File: config.mk
export PLATFORM = sky130hd
export DESIGN_NAME = dmem_sdp_port_ctrl_flat
export DESIGN_NICKNAME = d
export VERILOG_FILES = /design/src/rtl/dmem_sdp_port_ctrl_pkg.sv /design/src/rtl/dmem_sdp_port_ctrl_if.sv /design/src/rtl/dmem_load_align.sv /design/src/rtl/dmem_sdp_port_ctrl.sv /design/src/flat_wrapper.sv
export SDC_FILE = /design/constraint.sdc
export NUM_CORES = 1
export LEC_CHECK = 0
export ABC_AREA = 1
export CORE_UTILIZATION = 40
export DETAILED_ROUTE_END_ITERATION = 8
export DONT_BUFFER_PORTS = 1
export PLACE_DENSITY = 0.62
export SKIP_CTS_REPAIR_TIMING = 1
export SYNTH_ARGS = -nofsm -noshare
export SYNTH_HDL_FRONTEND = slang
export SYNTH_HIERARCHICAL = 1
export SYNTH_SLANG_ARGS = --single-unit
File: constraint.sdc
create_clock -name CLK -period 3.8 [get_ports CLK]
set_input_delay 0.19 -clock CLK [delete_from_list [all_inputs] [get_ports CLK]]
set_output_delay 0.19 -clock CLK [all_outputs]
set_load 0.01 [all_outputs]
File: src/rtl/dmem_sdp_port_ctrl_pkg.sv
// rtl/dmem_sdp_port_ctrl_pkg.sv - shared types and helpers for the data-memory port
// Purpose: access-size encodings, stage-1 load record and the misalignment predicate.
// Ports: none (package).
package dmem_sdp_port_ctrl_pkg;

  localparam logic [1:0] SZ_B = 2'b00;
  localparam logic [1:0] SZ_H = 2'b01;
  localparam logic [1:0] SZ_W = 2'b10;

  // Everything the s1->s2 transfer needs, captured when a load is accepted.
  typedef struct packed {
    logic [1:0]  size;
    logic        uns;
    logic [1:0]  lane;
    logic        err;
    logic [3:0]  fwd_mask;
    logic [31:0] fwd_data;
  } s1_t;

  // Size 11 is never legal; half needs even address, word needs 4-byte alignment.
  function automatic logic is_misaligned(input logic [1:0] size, input logic [1:0] lane);
    logic r;
    case (size)
      SZ_B:    r = 1'b0;
      SZ_H:    r = lane[0];
      SZ_W:    r = |lane;
      default: r = 1'b1;
    endcase
    return r;
  endfunction

endpackage

File: src/rtl/dmem_sdp_port_ctrl_if.sv
// rtl/dmem_sdp_port_ctrl_if.sv - core-side load/store bus plus RAM port bundle
// Purpose: groups the store, load-request, load-response and SDP RAM signals.
// Ports: slave  = the port controller (drives ready/response/RAM controls),
//        master = core plus RAM (drives requests, ld_ack and rddata).
interface dmem_sdp_port_ctrl_if #(
  parameter int ADDRS_WIDTH = 11
);
  logic                   st_req;
  logic [1:0]             st_size;
  logic [ADDRS_WIDTH+1:0] st_addrs;
  logic [31:0]            st_data;
  logic                   st_ready;
  logic                   st_misalign;

  logic                   ld_req;
  logic [1:0]             ld_size;
  logic                   ld_unsigned;
  logic [ADDRS_WIDTH+1:0] ld_addrs;
  logic                   ld_ready;
  logic                   ld_valid;
  logic [31:0]            ld_data;
  logic                   ld_misalign;
  logic                   ld_ack;

  logic                   wren;
  logic [3:0]             bwren;
  logic [ADDRS_WIDTH-1:0] wraddrs;
  logic [31:0]            wrdata;
  logic                   rden;
  logic [ADDRS_WIDTH-1:0] rdaddrs;
  logic [31:0]            rddata;

  modport slave (
    input  st_req, st_size, st_addrs, st_data,
    input  ld_req, ld_size, ld_unsigned, ld_addrs, ld_ack, rddata,
    output st_ready, st_misalign, ld_ready, ld_valid, ld_data, ld_misalign,
    output wren, bwren, wraddrs, wrdata, rden, rdaddrs
  );

  modport master (
    output st_req, st_size, st_addrs, st_data,
    output ld_req, ld_size, ld_unsigned, ld_addrs, ld_ack, rddata,
    input  st_ready, st_misalign, ld_ready, ld_valid, ld_data, ld_misalign,
    input  wren, bwren, wraddrs, wrdata, rden, rdaddrs
  );

endinterface

File: src/rtl/dmem_load_align.sv
// rtl/dmem_load_align.sv - merges forwarded store lanes, aligns and extends load data
// Purpose: combinational s1->s2 datapath.
// Ports: i_size/i_unsigned/i_lane/i_err describe the load; i_fwd_mask/i_fwd_data are
//        same-cycle store lanes; i_rddata is the RAM word; o_data is the extended result.
module dmem_load_align
  import dmem_sdp_port_ctrl_pkg::*;
(
  input  logic [1:0]  i_size,
  input  logic        i_unsigned,
  input  logic [1:0]  i_lane,
  input  logic        i_err,
  input  logic [3:0]  i_fwd_mask,
  input  logic [31:0] i_fwd_data,
  input  logic [31:0] i_rddata,
  output logic [31:0] o_data
);

  logic [31:0] w_merged;
  logic [31:0] w_shifted;

  always_comb begin
    w_merged = i_rddata;
    // The RAM returned pre-store data for a same-cycle store; patch its lanes in.
    for (int i = 0; i < 4; i++) begin
      if (i_fwd_mask[i]) w_merged[8*i +: 8] = i_fwd_data[8*i +: 8];
    end
    w_shifted = w_merged >> {i_lane, 3'b000};
  end

  always_comb begin
    o_data = w_shifted;
    case (i_size)
      SZ_B:    o_data = {{24{~i_unsigned & w_shifted[7]}},  w_shifted[7:0]};
      SZ_H:    o_data = {{16{~i_unsigned & w_shifted[15]}}, w_shifted[15:0]};
      default: o_data = w_shifted;
    endcase
    if (i_err) o_data = 32'h0;
  end

endmodule

File: src/rtl/dmem_sdp_port_ctrl.sv
// rtl/dmem_sdp_port_ctrl.sv - core-side data-memory port for a 32-bit SDP byte-write RAM
// Purpose: formats stores into word writes with byte enables, issues loads into a
//          2-stage response pipe with same-cycle store forwarding and misalign reporting.
// Ports: CLK, RESET (sync, active-high); bus (slave modport) carries the store/load
//        request channels, the held load response and the RAM write/read ports.
module dmem_sdp_port_ctrl
  import dmem_sdp_port_ctrl_pkg::*;
#(
  parameter int ADDRS_WIDTH = 11
) (
  input logic                 CLK,
  input logic                 RESET,
  dmem_sdp_port_ctrl_if.slave bus
);

  localparam int AW = ADDRS_WIDTH;

  logic        w_stall;
  logic        w_ready;
  logic        w_st_acc;
  logic        w_st_err;
  logic        w_ld_acc;
  logic        w_ld_err;
  logic        w_same_word;
  logic        w_s2_free;
  logic        w_s1_adv;
  logic [3:0]  w_bwren;
  logic [31:0] w_wrdata;
  logic [31:0] w_align_data;
  s1_t         w_s1_next;

  s1_t         r_s1;
  logic        r_s1_v;
  logic        r_s2_v;
  logic        r_s2_err;
  logic [31:0] r_ld_data;
  logic        r_st_mis;

  // Both pipe stages full with the head unconsumed: nothing can move, so both
  // request channels close. This also keeps the RAM output register frozen
  // (no wren/rden) while s1 waits on its read data.
  assign w_stall = r_s1_v && r_s2_v && !bus.ld_ack;
  assign w_ready = !w_stall && !RESET;

  assign bus.st_ready = w_ready;
  assign bus.ld_ready = w_ready;

  assign w_st_acc = bus.st_req && w_ready;
  assign w_st_err = is_misaligned(bus.st_size, bus.st_addrs[1:0]);
  assign w_ld_acc = bus.ld_req && w_ready;
  assign w_ld_err = is_misaligned(bus.ld_size, bus.ld_addrs[1:0]);

  // Store formatter: replicate the datum across lanes so bwren alone picks the bytes.
  always_comb begin
    w_wrdata = bus.st_data;
    w_bwren  = 4'b0000;
    case (bus.st_size)
      SZ_B: begin
        w_wrdata = {4{bus.st_data[7:0]}};
        w_bwren  = 4'b0001 << bus.st_addrs[1:0];
      end
      SZ_H: begin
        w_wrdata = {2{bus.st_data[15:0]}};
        w_bwren  = bus.st_addrs[1] ? 4'b1100 : 4'b0011;
      end
      SZ_W: begin
        w_wrdata = bus.st_data;
        w_bwren  = 4'b1111;
      end
      default: begin
        w_wrdata = bus.st_data;
        w_bwren  = 4'b0000;
      end
    endcase
  end

  assign bus.wren    = w_st_acc && !w_st_err;
  assign bus.bwren   = w_bwren & {4{bus.wren}};
  assign bus.wraddrs = bus.st_addrs[AW+1:2];
  assign bus.wrdata  = w_wrdata;

  // Misaligned loads still take a pipe slot so responses stay in order.
  assign bus.rden    = w_ld_acc && !w_ld_err;
  assign bus.rdaddrs = bus.ld_addrs[AW+1:2];

  // A store accepted alongside a load is older; the RAM returns old data on
  // the colliding edge, so its lanes are carried with the load instead.
  assign w_same_word = bus.wren && w_ld_acc &&
                       (bus.st_addrs[AW+1:2] == bus.ld_addrs[AW+1:2]);

  always_comb begin
    w_s1_next          = '0;
    w_s1_next.size     = bus.ld_size;
    w_s1_next.uns      = bus.ld_unsigned;
    w_s1_next.lane     = bus.ld_addrs[1:0];
    w_s1_next.err      = w_ld_err;
    w_s1_next.fwd_mask = w_same_word ? w_bwren : 4'b0000;
    w_s1_next.fwd_data = w_wrdata;
  end

  assign w_s2_free = !(r_s2_v && !bus.ld_ack);
  assign w_s1_adv  = r_s1_v && w_s2_free;

  dmem_load_align u_align (
    .i_size     (r_s1.size),
    .i_unsigned (r_s1.uns),
    .i_lane     (r_s1.lane),
    .i_err      (r_s1.err),
    .i_fwd_mask (r_s1.fwd_mask),
    .i_fwd_data (r_s1.fwd_data),
    .i_rddata   (bus.rddata),
    .o_data     (w_align_data)
  );

  always_ff @(posedge CLK) begin
    if (RESET) begin
      r_s1      <= '0;
      r_s1_v    <= 1'b0;
      r_s2_v    <= 1'b0;
      r_s2_err  <= 1'b0;
      r_ld_data <= 32'h0;
      r_st_mis  <= 1'b0;
    end else begin
      r_st_mis <= w_st_acc && w_st_err;

      // A load is only accepted when s1 is empty or draining this edge.
      if (w_ld_acc) begin
        r_s1_v <= 1'b1;
        r_s1   <= w_s1_next;
      end else if (w_s1_adv) begin
        r_s1_v <= 1'b0;
      end

      if (w_s1_adv) begin
        r_s2_v    <= 1'b1;
        r_s2_err  <= r_s1.err;
        r_ld_data <= w_align_data;
      end else if (bus.ld_ack) begin
        r_s2_v   <= 1'b0;
        r_s2_err <= 1'b0;
      end
    end
  end

  assign bus.ld_valid    = r_s2_v;
  assign bus.ld_misalign = r_s2_err;
  assign bus.ld_data     = r_ld_data;
  assign bus.st_misalign = r_st_mis;

endmodule

File: src/flat_wrapper.sv
// flat-port wrapper written by rule: the top's interface ports become plain ports
module dmem_sdp_port_ctrl_flat import dmem_sdp_port_ctrl_pkg::*;
#(
  parameter int ADDRS_WIDTH = 11
)
  (CLK, RESET, bus_st_req, bus_st_size, bus_st_addrs, bus_st_data, bus_ld_req, bus_ld_size, bus_ld_unsigned, bus_ld_addrs, bus_ld_ack, bus_rddata, bus_st_ready, bus_st_misalign, bus_ld_ready, bus_ld_valid, bus_ld_data, bus_ld_misalign, bus_wren, bus_bwren, bus_wraddrs, bus_wrdata, bus_rden, bus_rdaddrs);
  dmem_sdp_port_ctrl_if #(.ADDRS_WIDTH(ADDRS_WIDTH)) bus_i ();
  input logic CLK;
  input logic RESET;
  input wire logic [$bits(bus_i.st_req)-1:0] bus_st_req;
  input wire logic [$bits(bus_i.st_size)-1:0] bus_st_size;
  input wire logic [$bits(bus_i.st_addrs)-1:0] bus_st_addrs;
  input wire logic [$bits(bus_i.st_data)-1:0] bus_st_data;
  input wire logic [$bits(bus_i.ld_req)-1:0] bus_ld_req;
  input wire logic [$bits(bus_i.ld_size)-1:0] bus_ld_size;
  input wire logic [$bits(bus_i.ld_unsigned)-1:0] bus_ld_unsigned;
  input wire logic [$bits(bus_i.ld_addrs)-1:0] bus_ld_addrs;
  input wire logic [$bits(bus_i.ld_ack)-1:0] bus_ld_ack;
  input wire logic [$bits(bus_i.rddata)-1:0] bus_rddata;
  output wire logic [$bits(bus_i.st_ready)-1:0] bus_st_ready;
  output wire logic [$bits(bus_i.st_misalign)-1:0] bus_st_misalign;
  output wire logic [$bits(bus_i.ld_ready)-1:0] bus_ld_ready;
  output wire logic [$bits(bus_i.ld_valid)-1:0] bus_ld_valid;
  output wire logic [$bits(bus_i.ld_data)-1:0] bus_ld_data;
  output wire logic [$bits(bus_i.ld_misalign)-1:0] bus_ld_misalign;
  output wire logic [$bits(bus_i.wren)-1:0] bus_wren;
  output wire logic [$bits(bus_i.bwren)-1:0] bus_bwren;
  output wire logic [$bits(bus_i.wraddrs)-1:0] bus_wraddrs;
  output wire logic [$bits(bus_i.wrdata)-1:0] bus_wrdata;
  output wire logic [$bits(bus_i.rden)-1:0] bus_rden;
  output wire logic [$bits(bus_i.rdaddrs)-1:0] bus_rdaddrs;
  assign bus_i.st_req = bus_st_req;
  assign bus_i.st_size = bus_st_size;
  assign bus_i.st_addrs = bus_st_addrs;
  assign bus_i.st_data = bus_st_data;
  assign bus_i.ld_req = bus_ld_req;
  assign bus_i.ld_size = bus_ld_size;
  assign bus_i.ld_unsigned = bus_ld_unsigned;
  assign bus_i.ld_addrs = bus_ld_addrs;
  assign bus_i.ld_ack = bus_ld_ack;
  assign bus_i.rddata = bus_rddata;
  assign bus_st_ready = bus_i.st_ready;
  assign bus_st_misalign = bus_i.st_misalign;
  assign bus_ld_ready = bus_i.ld_ready;
  assign bus_ld_valid = bus_i.ld_valid;
  assign bus_ld_data = bus_i.ld_data;
  assign bus_ld_misalign = bus_i.ld_misalign;
  assign bus_wren = bus_i.wren;
  assign bus_bwren = bus_i.bwren;
  assign bus_wraddrs = bus_i.wraddrs;
  assign bus_wrdata = bus_i.wrdata;
  assign bus_rden = bus_i.rden;
  assign bus_rdaddrs = bus_i.rdaddrs;
  dmem_sdp_port_ctrl #(.ADDRS_WIDTH(ADDRS_WIDTH)) u_core (.CLK(CLK), .RESET(RESET), .bus(bus_i));
endmodule
; ---- Yosys cells after proc, flatten, opt, wreduce, memory -nomap -nowiden
; Index checks and enable logic that the tools add are counted.
[totals]
reg_bits = 78
in_bits = 100
out_inout_bits = 97
word_cells = 65
[classes]
n_eq_ne = 6
shifts = 2
n_mux = 17
bitwise_logic = 4
reduce_logical = 25
[ops]
columns = cell, n
row1 = 32-bit one-hot mux with 2 select lines, 2
row2 = 32-bit two-way mux, 1
row3 = 8-bit two-way mux, 4
row4 = 32-bit by 5-bit right shift with 32-bit output, 1
row5 = 1-bit logical AND, 12
row6 = 4-bit one-hot mux with 3 select lines, 1
row7 = 11-bit equality test, 1
row8 = 4-bit two-way mux, 2
row9 = 2-bit by 1-bit equality test with 1-bit output (second input constant), 3
row10 = 1-bit zero test, 6
row11 = 2-bit zero test, 3
row12 = 1-bit one-hot mux with 3 select lines, 2
row13 = 1-bit two-way mux, 5
row14 = 4-bit AND, 1
row15 = 2-bit equality test (second input constant), 2
row16 = 2-bit nonzero test, 2
row17 = 2-bit OR reduction, 2
row18 = 1-bit by 2-bit left shift with 4-bit output (first input constant), 1
row19 = 1-bit AND, 2
row20 = 1-bit inverter, 1

; ---- Logic depth before layout (Yosys ltp)
; Gate-level depths: netlist (run 1).
[logic_depth]
word_depth = 9
depth_mapped = 13
ltp_nobuf = 11

; ---- By module
; The synthesis (run 1) kept the hierarchy.
[modules_own_cells]
columns = module, n_inst, cells_each, area_each_um2, seq_area_each_um2
row1 = dmem_sdp_port_ctrl, 1, 537, 3767.4, 1561.5
row2 = dmem_load_align, 1, 297, 1373.8, 0.0

; ---- Least setup slack after synthesis (run 1)
; No wires, ideal clock.
[synth_timing]
path_kind = register to register
startpoint = register u_core/r_s1[34] (netlist name)
endpoint = register u_core.r_ld_data[21] (netlist: u_core/bus.ld_data[21])
setup_time_ps = 116
arrival_ps = 1392
t_required_ps = 3684
path_slack_ps = 2293
path_stages_with_launch = 13
n_path_buf = 1
synth_period_minus_slack_ps = 1507
path_cell_list = dfxtp_1 -> inv_2 -> nand2_2 -> nand3_2 -> nand3_2 -> nand2_2 -> nand2_4 -> nand3_4 -> buf_6 -> nand2_1 -> inv_1 -> o21ai_0 -> nor2_1
[synth_via]
elab_chain_cells = 5
elab_cells_between_ends = 6
cone_classes = 1 x shift / 3 x mux / 2 x bitwise
[synth_rtl]
columns = item, line
row1 = "start, declared", dmem_sdp_port_ctrl.sv:32  ; s1_t r_s1;
row2 = "start signal, assigned", dmem_sdp_port_ctrl.sv:129  ; r_s1 <= w_s1_next;
row3 = 8-bit two-way mux *, dmem_load_align.sv:25  ; if (i_fwd_mask[i]) w_merged[8*i +: 8] = i_fwd_data[8*i +: 8];
row4 = 32-bit by 5-bit right shift with 32-bit output *, dmem_load_align.sv:27  ; w_shifted = w_merged >> {i_lane, 3'b000};
row5 = 1-bit AND (on tied branches), "dmem_load_align.sv:34, dmem_load_align.sv:33"
row6 = 32-bit one-hot mux with 2 select lines *, dmem_load_align.sv:32  ; case (i_size)
row7 = 32-bit two-way mux *, dmem_load_align.sv:37  ; if (i_err) o_data = 32'h0;
row8 = named net u_core.w_align_data[21], dmem_sdp_port_ctrl.sv:29  ; logic [31:0] w_align_data;
row9 = "end signal, assigned", dmem_sdp_port_ctrl.sv:137  ; r_ld_data <= w_align_data;
row10 = "end, declared", dmem_sdp_port_ctrl.sv:36  ; logic [31:0] r_ld_data;
; Mark *: on every way through the listed nets, which the timed path passes. The rest lies on a longest branch.
; A chain may end at the register's enable or synchronous reset.

; ---- Worst setup path in the final report (run 1)
[layout_timing]
startpoint = register u_core/r_s1[37] (netlist name)
endpoint = register u_core.r_ld_data[17] (netlist: u_core/bus.ld_data[17])
[layout_via]
elab_chain_cells = 4
elab_cells_between_ends = 5
cone_classes = 1 x shift / 2 x mux / 2 x bitwise
[layout_rtl]
columns = item, line
row1 = 32-bit by 5-bit right shift with 32-bit output *, dmem_load_align.sv:27
row2 = 1-bit AND (on tied branches), "dmem_load_align.sv:34, dmem_load_align.sv:33"
row3 = 32-bit one-hot mux with 2 select lines *, dmem_load_align.sv:32
row4 = 32-bit two-way mux *, dmem_load_align.sv:37
row5 = named net u_core.w_align_data[17], dmem_sdp_port_ctrl.sv:29
; Marked as above.

==> qor.csv, run 1 <==
stage;metric;value;unit
die;rows;41;
route;vias_per_cell;5.11;
cts;cts_tree;built;
route;top_layer;met4;
synthesis;synth_top_family_by_area;simple AND/OR/NAND/NOR gates;
synthesis;synthCells;834;
synthesis;avgSynthCellArea;6.16;um2
layout;multi_input_area;2680;um2
placed_design;dpl.hpwl;11.4;mm
critical_path;cp-end-kind;flip-flop;
critical_path;critPathMaxFanout;40;
pwr;vdd_ir_drop_max;0.215;mV
critical_path;path_buf_inv;2;
route;drc;0;
critical_path;r2r_cells;10;
synthesis;synth_nets;934;
layout;area_growth;0.438;%
die;ios;197;
critical_path;cpLargestDelayFamily;simple AND/OR/NAND/NOR gates;
global_routing;grt_max_degree;72;
synthesis;syn_area;5140;um2
cts;clk_latency;0.33;ns
hold_path;holdPathStages;2;
pwr;seqPwrFrac;0.416;
pwr;combPwrFrac;0.181;
sta;worst_hold_slack;-0.00935;ns
status;status;finished with violations;
pwr;p_sw;0.677;mW
route;drtPass1Iterations;5;
route;drt_iter0_drc;333;
critical_path;critPathLaunchType;flip-flop;
global_routing;antenna_found_initial;0;
route;m1WireLength;7.15;mm
hold_path;hp-class;input pin to flip-flop;
layout;fillCellCount;1405;
placed_design;dp_cells;910;
die;dieHeight;115;um
critical_path;crit_required;4.03;ns
cts;cts_buffers;9;
global_routing;grt_pass1_vias;4313;
critical_path;max_stage_delay;0.48;ns
route;wire_per_inst;16.4;um
sta;hold_violations;3;
route;ant_nets;0;
sta;rsz0062_at_grt;false;
die;fp.dieW;115;um
route;wl_met3;1.22;mm
layout;final_cells;937;
synthesis;yosysSeqAreaShare;0.304;
sta;setup_violations;0;
cts;cts_sinks;78;
sta;min_period;2.10;ns
global_routing;grtUsageTotal;0.231;
sta;maxSlewViolCount;0;
synthesis;synth-xor-area-share;0.0102;
critical_path;critical_path_class;flip-flop to flip-flop;
critical_path;path_depth;10;
cts;clk_path_buf_depth;2;
placed_design;port_buffers;0;
sta;finalSetupTns;0;ns
die;start_util;0.409;
route;routed_wl;15.3;mm
status;violations;hold timing;
synthesis;synth-simple-area-share;0.357;
synthesis;synth_seq_cells;78;
sta;tightest_slew;1.13;ns
layout;antenna_cells;0;
pwr;pwr-share-clk;0.403;
sta;post-route-period-util;0.553;
synthesis;synthAdderAreaFrac;0;
flow_run;drv_cap;0;
layout;seqCellArea;1560;um2
cts;htreeDepth;3;
placed_design;gp_congestion;0.875;
synthesis;synth_compound_area_frac;0.155;
cts;clk_pin_slew;0.06;ns
sta;relSlewSlack;0.247;
route;dr_total_vias;4790;
pwr;p_int;1.59;mW
synthesis;synth_mux_area_frac;0;
synthesis;yosysWarnings;6;
cts;clockRootBuffer;clkbuf_16;
route;wl_met2;6.79;mm
pwr;swShare;0.298;
critical_path;critPathSlowestCell;inv_2;
critical_path;path_cells;inv_2 -> nand3_1 -> nand3_1 -> nand2_2 -> nand2_4 -> nand3_4 -> nand2_1 -> inv_1 -> o21ai_0 -> nor2_1;
die;die_area;13300;um2
sta;fin_skew;0.00342;ns
global_routing;grt_pass1_wl;23.5;mm
global_routing;gr-total-overflow;0;
critical_path;crit_top_cell;nand3_1;
critical_path;worstPathArrival;2.33;ns
die;core;12600;um2
synthesis;synth_cell_types;28;
layout;final_nets;860;
layout;drive_gt1_frac;0.0614;
sta;clock.fmax;475;MHz
pwr;power.leakage;2.39;nW
pwr;power_density;439;nW/um2
==> kinds of logic (layout without fill, tap and decap cells) <==
kind of cell	Yosys count	count (layout)
flip-flops	78	78
XOR/XNOR	6	6
AND/OR/NAND/NOR	432	432
buffers and inverters	164	95
AO/OA/AOI/OAI	154	154
==> final cells by class <==
class                           instances  share of cell area
Tap cell                              172              0.0417
Inverter                               62              0.0451
Clock buffer                           10              0.0443
Sequential cell                        78               0.302
Clock inverter                          6              0.0167
Timing Repair Buffer                   17              0.0300
Multi-Input combinational cell        592               0.520
==> synthesized netlist by cell type (all sizes together) <==
master  number  share of area
inv         62          0.045
o21ai       95          0.092
a21oi       46          0.045
nand2      240           0.18
or2          4         0.0049
a31oi        7         0.0085
and2         1         0.0012
xnor2        3         0.0051
nor2       107          0.088
o211ai       5         0.0073
xor2         3         0.0051
nor3         2         0.0019
dfxtp       78           0.30
buf         80           0.11
nand3       78          0.081
o21a         1         0.0015
clkbuf      22          0.016
==> worst reg2reg max path, cell delays in order (launching register included) <==
cell,delay [ns]
dfxtp_1,0.32
inv_2,0.48
nand3_1,0.25
nand3_1,0.20
nand2_2,0.08
nand2_4,0.11
nand3_4,0.19
nand2_1,0.11
inv_1,0.04
o21ai_0,0.17
nor2_1,0.06
==> sequential cells by signal, indices dropped and copies added, names as in the netlist <==
register and count:
u_core/r_s1 42, u_core/bus.st_misalign 1, u_core/bus.ld_misalign 1, u_core/bus.ld_data 32
u_core/r_s1_v 1, u_core/bus.ld_valid 1
==> layer usage <==
| layer | vias up | track usage |
|---|---|---|
| met1 | 2126 | 0.315 |
| met3 | 14 | 0.0638 |
| met5 | - | 0 |
| met4 | 0 | 0.0658 |
| li1 | 2462 | - |
| met2 | 188 | 0.354 |
==> layout by cell type, fill, tap and decap left out, drive strengths merged, types with 3 or more instances in the layout <==
master | netlist | final
nand2 | 240 | 240
nor2 | 107 | 107
o21ai | 95 | 95
dfxtp | 78 | 78
nand3 | 78 | 78
inv | 62 | 62
a21oi | 46 | 46
dlygate4sd3 | 0 | 11
clkbuf | 22 | 10
a31oi | 7 | 7
buf | 80 | 6
o211ai | 5 | 5
or2 | 4 | 4
xnor2 | 3 | 3
xor2 | 3 | 3
clkinv | 0 | 3
==> power by group through the flow <==
stage          Sequential [mW]  Clock [mW]  Combinational (mW)
3_3_place_gp             0.960           0               0.393
4_1_cts                  0.944       0.931               0.396
5_1_grt                  0.952       0.967               0.466
3_5_place_dp             0.962           0               0.394
6_report                 0.943       0.914               0.411
2_1_floorplan            0.934           0               0.403
==> path summary, 6_finish.rpt <==
path              startpoint                      to  slack, ns
min           bus_ld_size[0]         u_core/r_s1[40]     -0.009
min reg2reg   u_core/r_s1[2]          u_core/r_s1[2]       0.49
max reg2reg  u_core/r_s1[37]  u_core/bus.ld_data[17]       1.70
max          u_core/r_s1[37]  u_core/bus.ld_data[17]       1.70
==> per-stage QoR <==
step                utilization  setup WS, ns  total power [mW]  instance area, um2
floorplan                     -          2.29              1.34                5140
finish                    0.411          1.70              2.27                5160
detailed placement        0.377          1.75              1.36                4740
CTS                       0.402          1.74              2.27                5050
global route              0.411          1.47              2.38                5160
global placement          0.377          1.75              1.35                4740
(Power assumes the default switching activity.)
==> run 2, diff against run 1 <==
--- a/config.mk
+++ b/config.mk
@@ -5,7 +5,7 @@
 export SDC_FILE = /design/constraint.sdc
 export NUM_CORES = 1
 export LEC_CHECK = 0
-export ABC_AREA = 1
+export ABC_AREA = 0
 export CORE_UTILIZATION = 40
 export DETAILED_ROUTE_END_ITERATION = 8
 export DONT_BUFFER_PORTS = 1
==> constraint.sdc (replaced) <==
create_clock -name CLK -period 2.02 [get_ports CLK]
set_input_delay 0.101 -clock CLK [delete_from_list [all_inputs] [get_ports CLK]]
set_output_delay 0.101 -clock CLK [all_outputs]
set_load 0.01 [all_outputs]
==> run 2 against run 1 <==
  * Sequential power increased by 81%
  * Critical path depth shrank 3
  * Non-clock buffer count is 50 higher
  * Register-to-register slack worse by 1.9 ns
  * Synthesized cell count decreased by 22%
  * Final area up 11%
  * The run ends with hold timing, setup timing left
  * Largest power group unchanged
  * Core utilization is 4.3 points higher
==> qor.csv, run 2 <==
stage;metric;value;unit;change
die;core;12600;um2;unchanged
synthesis;yosysMostFrequentCell;nand2_1;;
critical_path;cp-end-kind;flip-flop;;
synthesis;synth_top_family_by_area;simple AND/OR/NAND/NOR gates;;
sta;rsz0062_at_grt;true;;
synthesis;synth_nets;752;;-19%
sta;setup_violations;24;;+24
cts;clk_path_buf_depth;2;;unchanged
synthesis;avgSynthCellArea;7.88;um2;+28%
synthesis;synthCells;652;;-22%
cts;clockRootBuffer;clkbuf_16;;
layout;area_growth;11.2;%;
sta;hold_violations;56;;+53
sta;relSlewSlack;0.595;;+0.348
layout;largest_reg_flops;42;;unchanged
sta;maxSlewViolCount;0;;unchanged
placed_design;port_buffers;0;;unchanged
pwr;vdd_ir_drop_max;0.468;mV;+120%
layout;layout_common_cells;nand2_1 (157), dfxtp_1 (78), a21oi_1 (54);;
synthesis;yosys.area.top_type;dfxtp_1;;
global_routing;grtUsageTotal;0.228;;-0.00296
cts;htreeDepth;3;;unchanged
critical_path;path_buf_inv;1;;-1
layout;seqCellArea;1560;um2;unchanged
synthesis;synth_top_cell_area_share;0.304;;about the same
global_routing;antenna_found_initial;0;;unchanged
layout;antenna_cells;0;;unchanged
global_routing;grt_pass1_vias;4123;;-4.4%
route;wire_per_inst;19.5;um;+19%
synthesis;yosys-top-cells-count;nand2_1 (157), dfxtp_1 (78), a21oi_1 (60);;
die;ios;197;;unchanged
synthesis;synth_mux_area_frac;0.135;;+0.135
global_routing;grt_pass1_wl;22.3;mm;-4.8%
synthesis;ys.flop_type;dfxtp_1;;
sta;fin_ws;-0.159;ns;-1.86 ns
synthesis;synth_seq_cells;78;;unchanged
synthesis;synthAdderAreaFrac;0;;unchanged
status;violations;hold timing, setup timing;;
route;drc;0;;unchanged
critical_path;critPathLaunchType;flip-flop;;
pwr;power.leakage;2.01;nW;-16%
cts;cts_buffers;9;;unchanged
route;drtPass1Iterations;4;;-1
sta;worst_hold_slack;-0.173;ns;-0.164 ns
synthesis;synth_compound_area_frac;0.189;;+0.0345
route;dr_total_vias;4447;;-7.2%
sta;post-route-period-util;1.08;;+0.525
sta;tightest_slew;0.601;ns;-0.527 ns
synthesis;async_reset_ff_frac;0;;unchanged
synthesis;synth_cell_types;45;;+61%
placed_design;gp_congestion;0.882;;+0.82%
cts;clk_pin_slew;0.06;ns;about the same
layout;layout_commonest_cell;nand2_1;;
synthesis;yosysWarnings;6;;unchanged
route;drt_iter0_drc;235;;-29%
sta;finalSetupTns;-2.83;ns;-2.83 ns
layout;multi_input_area;2990;um2;+11%
hold_path;hp-class;input pin to flip-flop;;
route;ant_nets;0;;unchanged
die;fp.dieW;115;um;about the same
die;rows;41;;unchanged
cts;cts_tree;built;;
critical_path;critical_path_class;flip-flop to flip-flop;;
synthesis;synth-xor-area-share;0.0205;;+0.0102
route;vias_per_cell;5.56;;+8.7%
die;die_area;13300;um2;about the same
layout;final_area;5710;um2;+11%
cts;clk_latency;0.35;ns;+0.02 ns
sta;fin_skew;0.00798;ns;+0.00455 ns
layout;fillCellCount;1288;;-8.3%
critical_path;cpLargestDelayFamily;multiplexers;;
placed_design;placed_area;4950;um2;+4.6%
die;start_util;0.409;;about the same
critical_path;critPathMaxFanout;24;;-40%
placed_design;dpl.hpwl;11.4;mm;+0.40%
critical_path;crit_required;2.29;ns;-1.74 ns
critical_path;max_stage_delay;0.50;ns;+0.02 ns
sta;clock.fmax;459;MHz;-3.5%
synthesis;synth_edf_count;0;;unchanged
layout;largest-register;u_core/r_s1;;
route;routed_wl;15.6;mm;+1.6%
synthesis;synth-simple-area-share;0.221;;-0.136
die;dieHeight;115;um;about the same
layout;final_nets;724;;-16%
pwr;power_density;744;nW/um2;+69%
synthesis;yosysSeqAreaShare;0.304;;about the same
critical_path;critPathSlowestCell;mux4_2;;
sta;min_period;2.18;ns;+0.0753 ns
global_routing;grt_max_degree;81;;+13%
status;status;finished with violations;;
critical_path;path_cells;mux2i_2 -> mux4_2 -> or4_4 -> buf_12 -> a221oi_2 -> nand2_1 -> a21oi_1;;
cts;cts_sinks;78;;unchanged
flow_run;drv_cap;0;;unchanged
synthesis;syn_area;5140;um2;about the same
global_routing;gr-total-overflow;0;;unchanged
layout;drive_gt1_frac;0.182;;+0.120
critical_path;worstPathArrival;2.45;ns;+0.12 ns
synthesis;yosys-top-cells-area;dfxtp_1 (30%), nand2_1 (11%), buf_4 (8.5%);;
[run 2: changes by cell type in the layout (fill, tap and decap cells not counted), moves of 17 or more]
cell           delta
mux2_2           +23
mux2i_1          +38
dlygate4sd3_1    +25
buf_4            +23
nand3b_1         +17
nor2_1           -88
nand3_1          -73
inv_1            -50
nand2_1          -77
o21ai_0          -77
[run 2: worst reg2reg max path, stage by stage, from the launching register on]
cell      delay [ns]
dfxtp_1         0.33
mux2i_2         0.19
mux4_2          0.50
or4_4           0.45
buf_12          0.18
a221oi_2        0.25
nand2_1         0.09
a21oi_1         0.12
[run 2: path summary, 6_finish.rpt]
| kind | from | cells past startpoint | slack (ns) | endpoint |
|---|---|---|---|---|
| worst max-delay path | u_core/r_s1[35] | 7 | -0.16 | u_core/bus.ld_data[21] |
| worst min-delay path | RESET | 1 | -0.17 | u_core/r_s1[14] |
| worst max register to register | u_core/r_s1[35] | 7 | -0.16 | u_core/bus.ld_data[21] |
| worst min register to register | u_core/r_s1[24] | 2 | 0.45 | u_core/r_s1[24] |
[run 2: routing by layer]
metal	part of all wire	up-vias	GRT usage
met3	0.062	29	0.0675
met5	0	-	0
met2	0.50	171	0.389
met1	0.42	2107	0.270
met4	0.024	0	0.0848
li1	-	2140	-
[run 2: area by class of cell]
cell class	instances	share of cell area
Sequential cell	78	0.274
Inverter	5	0.00329
Tap cell	172	0.0377
Clock buffer	12	0.0467
Multi-Input combinational cell	463	0.523
Clock inverter	3	0.00745
Timing Repair Buffer	67	0.108
[run 2: cell families after synthesis]
group,after synthesis
AOI/OAI and AO/OA,140
and+or+nand+nor,246
DFF,78
xor gates and xnor gates,12
muxes,65
buffers and inverters,111
[run 2: power breakdown]
| group | internal, mW | switching [mW] |
|---|---|---|
| clock | 1.05 | 0.636 |
| sequential | 1.63 | 0.0757 |
| combinational | 0.398 | 0.457 |
| total | 3.08 | 1.17 |
[run 2: metrics by stage]
step	total power, mW	hold WS [ns]	utilization	setup slack, ns	std cells
2_1_floorplan	2.45	0.200	-	-0.200	652
3_3_place_gp	2.48	0.187	0.394	-0.158	749
3_5_place_dp	2.49	0.186	0.394	-0.249	749
4_1_cts	4.18	-0.185	0.419	-0.267	764
5_1_grt	4.42	-0.181	0.454	-0.283	800
6_report	4.25	-0.173	0.454	-0.159	800
